<file path="src/rtl/trace_pkg.sv">
// Shared definitions for the commit trace buffer:
// record kind encodings, default field widths, record layout.
package trace_pkg;

   localparam int DROP_CNT_W   = 16;
   localparam int TRACE_DATA_W = 32;
   localparam int TRACE_ADDR_W = 9;

   localparam logic [1:0] KIND_REG  = 2'b01;
   localparam logic [1:0] KIND_MEMW = 2'b10;
   localparam logic [1:0] KIND_MEMR = 2'b11;

   // Record layout for the default widths; MSB first.
   typedef struct packed {
      logic [1:0]              kind;
      logic [TRACE_ADDR_W-1:0] tag;
      logic [TRACE_DATA_W-1:0] data;
   } trace_rec_t;

endpackage

</file>
<file path="src/rtl/trace_fifo2w.sv">
// Dual-write, single-read synchronous FIFO for trace records.
// Ports: clk, rst_n (async, active-low); i_push_cnt (0..2 records),
//        i_wr0/i_wr1 (records, wr0 lands first), i_pop;
//        o_head (record at read pointer), o_level (occupancy 0..DEPTH).
// The caller guarantees i_push_cnt never exceeds DEPTH - o_level.
module trace_fifo2w #(
   parameter  int W     = 43,
   parameter  int DEPTH = 16,
   localparam int AW    = $clog2(DEPTH),
   localparam int LW    = AW + 1
) (
   input  logic          clk,
   input  logic          rst_n,
   input  logic [1:0]    i_push_cnt,
   input  logic [W-1:0]  i_wr0,
   input  logic [W-1:0]  i_wr1,
   input  logic          i_pop,
   output logic [W-1:0]  o_head,
   output logic [LW-1:0] o_level
);

   logic [W-1:0]  r_mem [DEPTH];
   logic [AW-1:0] r_wp;
   logic [AW-1:0] r_rp;
   logic [LW-1:0] r_level;

   logic [AW-1:0] w_wp1;
   logic          w_pop;

   // Pointers are exactly AW bits wide, so +1 wraps modulo DEPTH.
   assign w_wp1 = r_wp + AW'(1);
   assign w_pop = i_pop && (r_level != '0);

   // Storage carries no reset; only pointers and level define content.
   always_ff @(posedge clk) begin
      if (i_push_cnt != 2'd0) begin
         r_mem[r_wp] <= i_wr0;
      end
      if (i_push_cnt == 2'd2) begin
         r_mem[w_wp1] <= i_wr1;
      end
   end

   always_ff @(posedge clk or negedge rst_n) begin
      if (!rst_n) begin
         r_wp    <= '0;
         r_rp    <= '0;
         r_level <= '0;
      end else begin
         r_wp    <= r_wp + AW'(i_push_cnt);
         r_rp    <= r_rp + AW'(w_pop);
         r_level <= r_level + LW'(i_push_cnt) - LW'(w_pop);
      end
   end

   assign o_head  = r_mem[r_rp];
   assign o_level = r_level;

endmodule

</file>
<file path="src/rtl/commit_trace_buffer.sv">
// Commit trace buffer: packs core write-back and data-memory strobes
// into {kind, tag, data} records, buffers them, streams to a host.
// Ports: clk, reset (async, active-low), trace_en;
//        reg_write_sig/reg_num/reg_data (write-back strobe);
//        wr/rd/addr/wr_data/rd_data (data-memory strobe);
//        out_valid/out_ready/out_data (record stream);
//        level (occupancy), overflow (sticky), drop_cnt (saturating),
//        clr_ovf (clears overflow and drop_cnt).
module commit_trace_buffer
   import trace_pkg::*;
#(
   parameter  int DATA_W = TRACE_DATA_W,
   parameter  int ADDR_W = TRACE_ADDR_W,
   parameter  int DEPTH  = 16,
   localparam int REC_W  = 2 + ADDR_W + DATA_W,
   localparam int LW     = $clog2(DEPTH) + 1
) (
   input  logic                  clk,
   input  logic                  reset,
   input  logic                  trace_en,
   input  logic                  reg_write_sig,
   input  logic [4:0]            reg_num,
   input  logic [DATA_W-1:0]     reg_data,
   input  logic                  wr,
   input  logic                  rd,
   input  logic [ADDR_W-1:0]     addr,
   input  logic [DATA_W-1:0]     wr_data,
   input  logic [DATA_W-1:0]     rd_data,
   output logic                  out_valid,
   input  logic                  out_ready,
   output logic [REC_W-1:0]      out_data,
   output logic [LW-1:0]         level,
   output logic                  overflow,
   output logic [DROP_CNT_W-1:0] drop_cnt,
   input  logic                  clr_ovf
);

   typedef struct packed {
      logic [1:0]        kind;
      logic [ADDR_W-1:0] tag;
      logic [DATA_W-1:0] data;
   } rec_t;

   logic                  w_reg_ev;
   logic                  w_mem_ev;
   logic [1:0]            w_n_ev;
   logic [LW-1:0]         w_free;
   logic [1:0]            w_push;
   logic [1:0]            w_drop;
   rec_t                  w_reg_rec;
   rec_t                  w_mem_rec;
   rec_t                  w_wr0;
   rec_t                  w_wr1;
   logic [REC_W-1:0]      w_head;
   logic [LW-1:0]         w_level;
   logic                  w_pop;
   logic [DROP_CNT_W-1:0] w_cnt_base;
   logic [DROP_CNT_W:0]   w_cnt_sum;

   logic                  r_ovf;
   logic [DROP_CNT_W-1:0] r_cnt;

   // x0 writes are architecturally invisible: filtered, never dropped.
   assign w_reg_ev = trace_en && reg_write_sig && (reg_num != 5'd0);
   assign w_mem_ev = trace_en && (wr || rd);
   assign w_n_ev   = {1'b0, w_reg_ev} + {1'b0, w_mem_ev};

   // A write wins when wr and rd are both strobed.
   always_comb begin
      w_reg_rec      = '0;
      w_reg_rec.kind = KIND_REG;
      w_reg_rec.tag  = ADDR_W'(reg_num);
      w_reg_rec.data = reg_data;
      w_mem_rec      = '0;
      w_mem_rec.kind = wr ? KIND_MEMW : KIND_MEMR;
      w_mem_rec.tag  = addr;
      w_mem_rec.data = wr ? wr_data : rd_data;
   end

   // Slot 0 takes REG when present, so a single free slot goes to REG.
   assign w_wr0 = w_reg_ev ? w_reg_rec : w_mem_rec;
   assign w_wr1 = w_mem_rec;

   // Space comes from the registered level; a same-cycle pop does
   // not free a slot. When short, free is 0 or 1 (n_ev <= 2).
   assign w_free = LW'(DEPTH) - w_level;

   always_comb begin
      w_push = w_n_ev;
      if (w_free < LW'(w_n_ev)) begin
         w_push = w_free[1:0];
      end
   end

   assign w_drop = w_n_ev - w_push;

   assign out_valid = (w_level != '0);
   assign w_pop     = out_valid && out_ready;
   assign out_data  = out_valid ? w_head : '0;
   assign level     = w_level;

   trace_fifo2w #(
      .W     (REC_W),
      .DEPTH (DEPTH)
   ) u_fifo (
      .clk        (clk),
      .rst_n      (reset),
      .i_push_cnt (w_push),
      .i_wr0      (w_wr0),
      .i_wr1      (w_wr1),
      .i_pop      (w_pop),
      .o_head     (w_head),
      .o_level    (w_level)
   );

   // Clear applies first, then this cycle's drops are added.
   assign w_cnt_base = clr_ovf ? '0 : r_cnt;
   assign w_cnt_sum  = {1'b0, w_cnt_base} + (DROP_CNT_W+1)'(w_drop);

   always_ff @(posedge clk or negedge reset) begin
      if (!reset) begin
         r_cnt <= '0;
         r_ovf <= 1'b0;
      end else begin
         r_cnt <= w_cnt_sum[DROP_CNT_W] ? '1 : w_cnt_sum[DROP_CNT_W-1:0];
         r_ovf <= (r_ovf && !clr_ovf) || (w_drop != 2'd0);
      end
   end

   assign overflow = r_ovf;
   assign drop_cnt = r_cnt;

endmodule

</file>
<file path="config.mk">
export PLATFORM = sky130hd
export DESIGN_NAME = commit_trace_buffer
export DESIGN_NICKNAME = d
export VERILOG_FILES = /design/src/rtl/trace_pkg.sv /design/src/rtl/trace_fifo2w.sv /design/src/rtl/commit_trace_buffer.sv
export SDC_FILE = /design/constraint.sdc
export NUM_CORES = 1
export LEC_CHECK = 0
export CORE_MARGIN = 2
export CORE_UTILIZATION = 40
export DETAILED_ROUTE_END_ITERATION = 7
export HOLD_SLACK_MARGIN = 0.02
export PLACE_DENSITY = 0.55
export SYNTH_ARGS = -nofsm -noshare
export SYNTH_HDL_FRONTEND = slang
export SYNTH_SLANG_ARGS = --single-unit
</file>
<file path="constraint.sdc">
create_clock -name clk -period 5 [get_ports clk]
set_input_delay 0.5 -clock clk [delete_from_list [all_inputs] [get_ports clk]]
set_output_delay 0.5 -clock clk [all_outputs]
set_load 0.05 [all_outputs]
</file>
# --- Word level (Yosys, flattened, before mapping) ---
# Memory sizes are Yosys's and may differ from the RTL's.
# Cells that the tools add are included.
# Widths: inputs -> output; s select.
totals:
  regBits: 30
  mem_bits_rw: 688
  out_inout_bits: 66
  memories: 1
op_classes:
  n_addsub: 9
  magnitude_cmp: 1
  n_eq_ne: 1
  mux: 11
  n_reduce_logical: 13
mem_list:
  columns: ["name", "words", "word_bits", "read_ports", "rd_clocked_by_memory_dff", "wr", "line", "text"]
  rows:
  - ["u_fifo.r_mem", 16, 43, 1, 0, 2, "trace_fifo2w.sv:22", "logic [W-1:0] r_mem [DEPTH];"]
op_table:
  columns: ["cell", "count"]
  rows:
  - ["$mux 43", 2]
  - ["$mux 16", 2]
  - ["$mux 32", 1]
  - ["$add 16x2->17", 1]
  - ["$reduce_bool 5->1", 2]
  - ["$logic_and 1x1->1", 6]
  - ["$add 5x2->5", 1]
  - ["$lt 5x2->1", 1]
  - ["$mux 1", 5]
  - ["$sub 5x1->5", 1]
  - ["$sub 5x5->5 const A", 1]
  - ["$add 4x1->4", 1]
  - ["$add 4x1->4 const B", 1]
  - ["$add 4x2->4", 1]
  - ["$reduce_bool 2->1", 2]
  - ["$add 1x1->2", 1]
  - ["$eq 2x2->1 const B", 1]
  - ["$logic_or 1x1->1", 2]
  - ["$mux 2", 1]
  - ["$sub 2x2->2", 1]
  - ["$logic_not 1->1", 1]

# --- Logic depth before layout (Yosys ltp) ---
depth:
  word_depth: 8
  ltp_mapped: 24

# --- Modules after synthesis ---
# Synthesis repeated with hierarchy kept, for this count alone.
unflattened:
  hier_cells: 2263
  area_unflattened_um2: 38001.4
modules_own_cells:
  columns: ["module", "n_inst", "cells_each", "area_each_um2", "seq_area_each_um2"]
  rows:
  - ["trace_fifo2w", 1, 2005, 35674.2, 20985.1]
  - ["commit_trace_buffer", 1, 258, 2327.2, 425.4]

# --- Worst setup path before layout ---
# No wires, ideal clock.
synth_timing:
  path_kind: "in2reg"
  start: "in reg_num[3]"
  end: "mem u_fifo.r_mem[1][0] (enable)"
  setup_time_ns: 0.493
  t_arrival_ns: 6.325
  t_required_ns: 4.507
  setup_slack_ns: -1.819
  path_stages: 15
  cell_sequence: "or4_1 > o211ai_1 > inv_2 > clkbuf_1 > clkbuf_1 > clkbuf_1 > ha_1 > inv_1 > ha_1 > nor2b_1 > a41o_1 > o31a_1 > buf_2 > o31ai_2 > nor3_1"
synth_rtl:
  columns: ["element", "line", "text"]
  rows:
  - ["start: declaration", "commit_trace_buffer.sv:22", "input logic [4:0] reg_num,"]
  - ["end: declaration", "trace_fifo2w.sv:22", null]

==> flow_summary.ini <==
[sta]
fmaxAchievable_mhz = 219
hold_violations = 0
holdWs_ps = 266
min_period_over_period_pct = 91.4
maxSlewViolCount = 0
worstMarginPinSlew_ps = 1400
relSlewSlack_pct = 6.36
rsz0062_at_grt = false
setup_viol = 0
skew_ps = 20.4
min_period_ps = 4570

[power]
peakVddDrop_v = 0.000463
p_leak_nw = 14.0
power_density_nw_per_um2 = 582

[yosys]
synth_nets = 2519
async_flop_share_pct = 4.18
yosys.area.top_type = edfxtp_1
synth_xor_xnor_area_share_pct = 0.631
yosysSeqAreaShare_pct = 61.2
synth_compound_area_share_pct = 14.1
synth_area_um2 = 34700
ys_warn_count = 0
synth.area.mux_share_pct = 15.1
syn_area_per_cell_um2 = 14.6
synth.top_cell.area_share_pct = 58.1
synth_area_leaders = edfxtp_1, mux4_2, o22ai_1, clkbuf_1, dfrtp_1
synth_commonest_cells = edfxtp_1, o22ai_1, clkbuf_1, mux4_2, nor2_1
yosys.area_share.adder_pct = 0.822
synth_top_family_by_area = multiplexers
ys.flop_type = edfxtp_1
yosys.area_share.simple_pct = 4.55
synth-seq-cells = 718
synthCells = 2380
synth-edff-count = 672
yosysMostFrequentCell = edfxtp_1
post_synth_num_cell_types = 57

[clocking]
cts_resized = 0
cts_buffers = 79
cts_tree = built
clock_sinks = 718
path_clk_slew_ps = 60
cts_max_level = 3
post_cts_buffers = 0
ctsHoldBuffers = 0
root_buffer = clkbuf_16
clk_latency_ps = 640
cts_max_path_buffers = 3

[drt]
wirelength_mm = 128
avgRoutedWirePerCell_um = 33.6
vias = 25549
dr.pass1.iters = 5
via_per_inst = 6.69
drtIter0Drc = 3687
ant_nets = 0
drc_errors = 0

[floorplanning]
pin_count = 184
dieArea_um2 = 89200
core_area_um2 = 86300
die_x_um = 299
chipHeight_um = 299
rows = 108
start_util_pct = 40.2

[global_route]
grt_usage_pct = 28.4
grt_antenna_before_repair = 2
grt_pass1_vias = 25948
grt_pass1_wl_mm = 183
grt_max_degree = 52
grt.overflow.total = 0

[worst_setup_path]
crit_type = primary input to register
r2r_start = u_fifo.o_level[0]$_DFF_PN0_
path_max_fanout = 23
timing.rr.end = drop_cnt[15]$_DFF_PN0_
crit_path_end_kind = register
crit_required_ps = 5300
regToRegSetupSlack_ps = 950
critical_path_arrival_ps = 4870
setup.worst_path.start_class = primary input
rr_worst_depth = 17

[outcome]
outcome = finished, final reports clean

[layout]
syn_to_final_growth_pct = 22.8
n_antenna_cell = 0
postLayoutCoreUtil_pct = 49.4
nNetsFinal = 2740
drive_above_1_share_pct = 23.9

[hold_path]
hold_path_class = primary input to async pin

[placed_design]
io_buffers = 183
place_congestion = 0.881
place_hpwl_mm = 79.9

[run]
max-cap-violations = 0
## critical path: stages
cell and delay (ps):
clkdlybuf4s50_1 540, or4_1 550, o211ai_1 370, buf_4 190, inv_2 50, ha_4 150, inv_1 60, ha_1 240
a21boi_0 160, buf_4 180, o31a_2 410, buf_12 220, o211ai_1 620, buf_4 260, buf_12 220, o22ai_1 120
## where the power goes
| group | internal (mW) | switching [mW] |
|---|---|---|
| Clock | 3.34 | 2.47 |
| Combinational | 4.41 | 6.13 |
| Sequential | 7.79 | 0.685 |
| Total | 15.5 | 9.28 |
## registers in the layout (all words and copies together), names as in the netlist
signal	count
u_fifo.r_mem	688
u_fifo.r_rp	4
drop_cnt	16
u_fifo.r_wp	4
u_fifo.o_level	5
overflow	1
## metrics by stage
stage	setup slack [ps]	instances	cell area [µm²]	power [mW]	setup TNS, ps
3_5_place_dp	-143	3675	40100	19.1	-5670
5_1_grt	331	3819	42600	25.6	0
2_1_floorplan	-291	2380	34900	14.9	-48890
6_report	429	3819	42600	24.8	0
4_1_cts	477	3819	42600	24.8	0
3_3_place_gp	-123	3675	40100	18.9	-3950
## final cells by class
| type | count | area [µm²] |
|---|---|---|
| Clock buffer | 92 | 2120 |
| Clock inverter | 52 | 405 |
| Fill cell | 7262 | 43700 |
| Inverter | 34 | 128 |
| Multi-Input combinational cell | 1337 | 12500 |
| Sequential cell | 718 | 21300 |
| Tap cell | 1155 | 1450 |
| Timing Repair Buffer | 431 | 4730 |
## placed cells by master, fill, tap and decap left out, types with 6 or more instances in the layout
cell type,n
inv_1,27
clkinv_1,27
and2_1,74
and3_1,24
mux2i_1,31
mux4_2,215
clkdlybuf4s50_1,182
inv_2,7
o31ai_4,8
dfrtp_1,26
nor2_1,79
xor2_1,7
o21ai_1,21
a21o_1,20
a211oi_1,25
dfxtp_1,16
a21oi_1,15
nand3_1,10
edfxtp_1,672
a221oi_1,69
clkbuf_1,8
nand2_1,69
a21boi_0,9
bufinv_16,6
o211ai_1,19
o21ai_0,15
nand2b_1,10
buf_4,166
o22ai_1,494
mux2_2,6
buf_12,83
ha_1,15
nand2_2,7
nor3_1,6
nor2b_1,16
xnor2_1,18
clkinv_2,14
clkbuf_16,83
## routing by layer
metal  global-route usage, %  routed length (µm)
met2                    45.1               60500
met1                    38.1               47600
met4                    11.6                5230
met5                       0                   0
met3                    6.12               14900
## kinds of logic (layout without fill, tap and decap cells)
group,count (synthesis),after routing
AO/OA/AOI/OAI,723,723
AND/OR/NAND/NOR,315,315
flip-flops,718,718
multiplexers,253,253
buffers and inverters,325,609
adder cells (fa/ha/maj),21,21
XOR/XNOR,25,25
## worst max path at each step
| stage | cells after the start | endpoint | slack, ps | startpoint |
|---|---|---|---|---|
| 3_3_place_gp | 19 | drop_cnt[15]$_DFF_PN0_ | -120 | reg_num[2] |
| 3_5_place_dp | 19 | drop_cnt[15]$_DFF_PN0_ | -140 | reg_num[2] |
| 5_1_grt | 20 | drop_cnt[8]$_DFF_PN0_ | 330 | reg_num[2] |
| 2_1_floorplan | 13 | u_fifo.r_mem[9][0]$_DFFE_PP_ | -290 | reg_num[3] |
| 4_1_cts | 5 | out_data[12] | 480 | u_fifo.r_rp[0]$_DFF_PN0_ |
| 6_report | 16 | u_fifo.r_mem[11][13]$_DFFE_PP_ | 430 | reg_num[2] |
No activity file was read; power rests on OpenSTA's default activity.
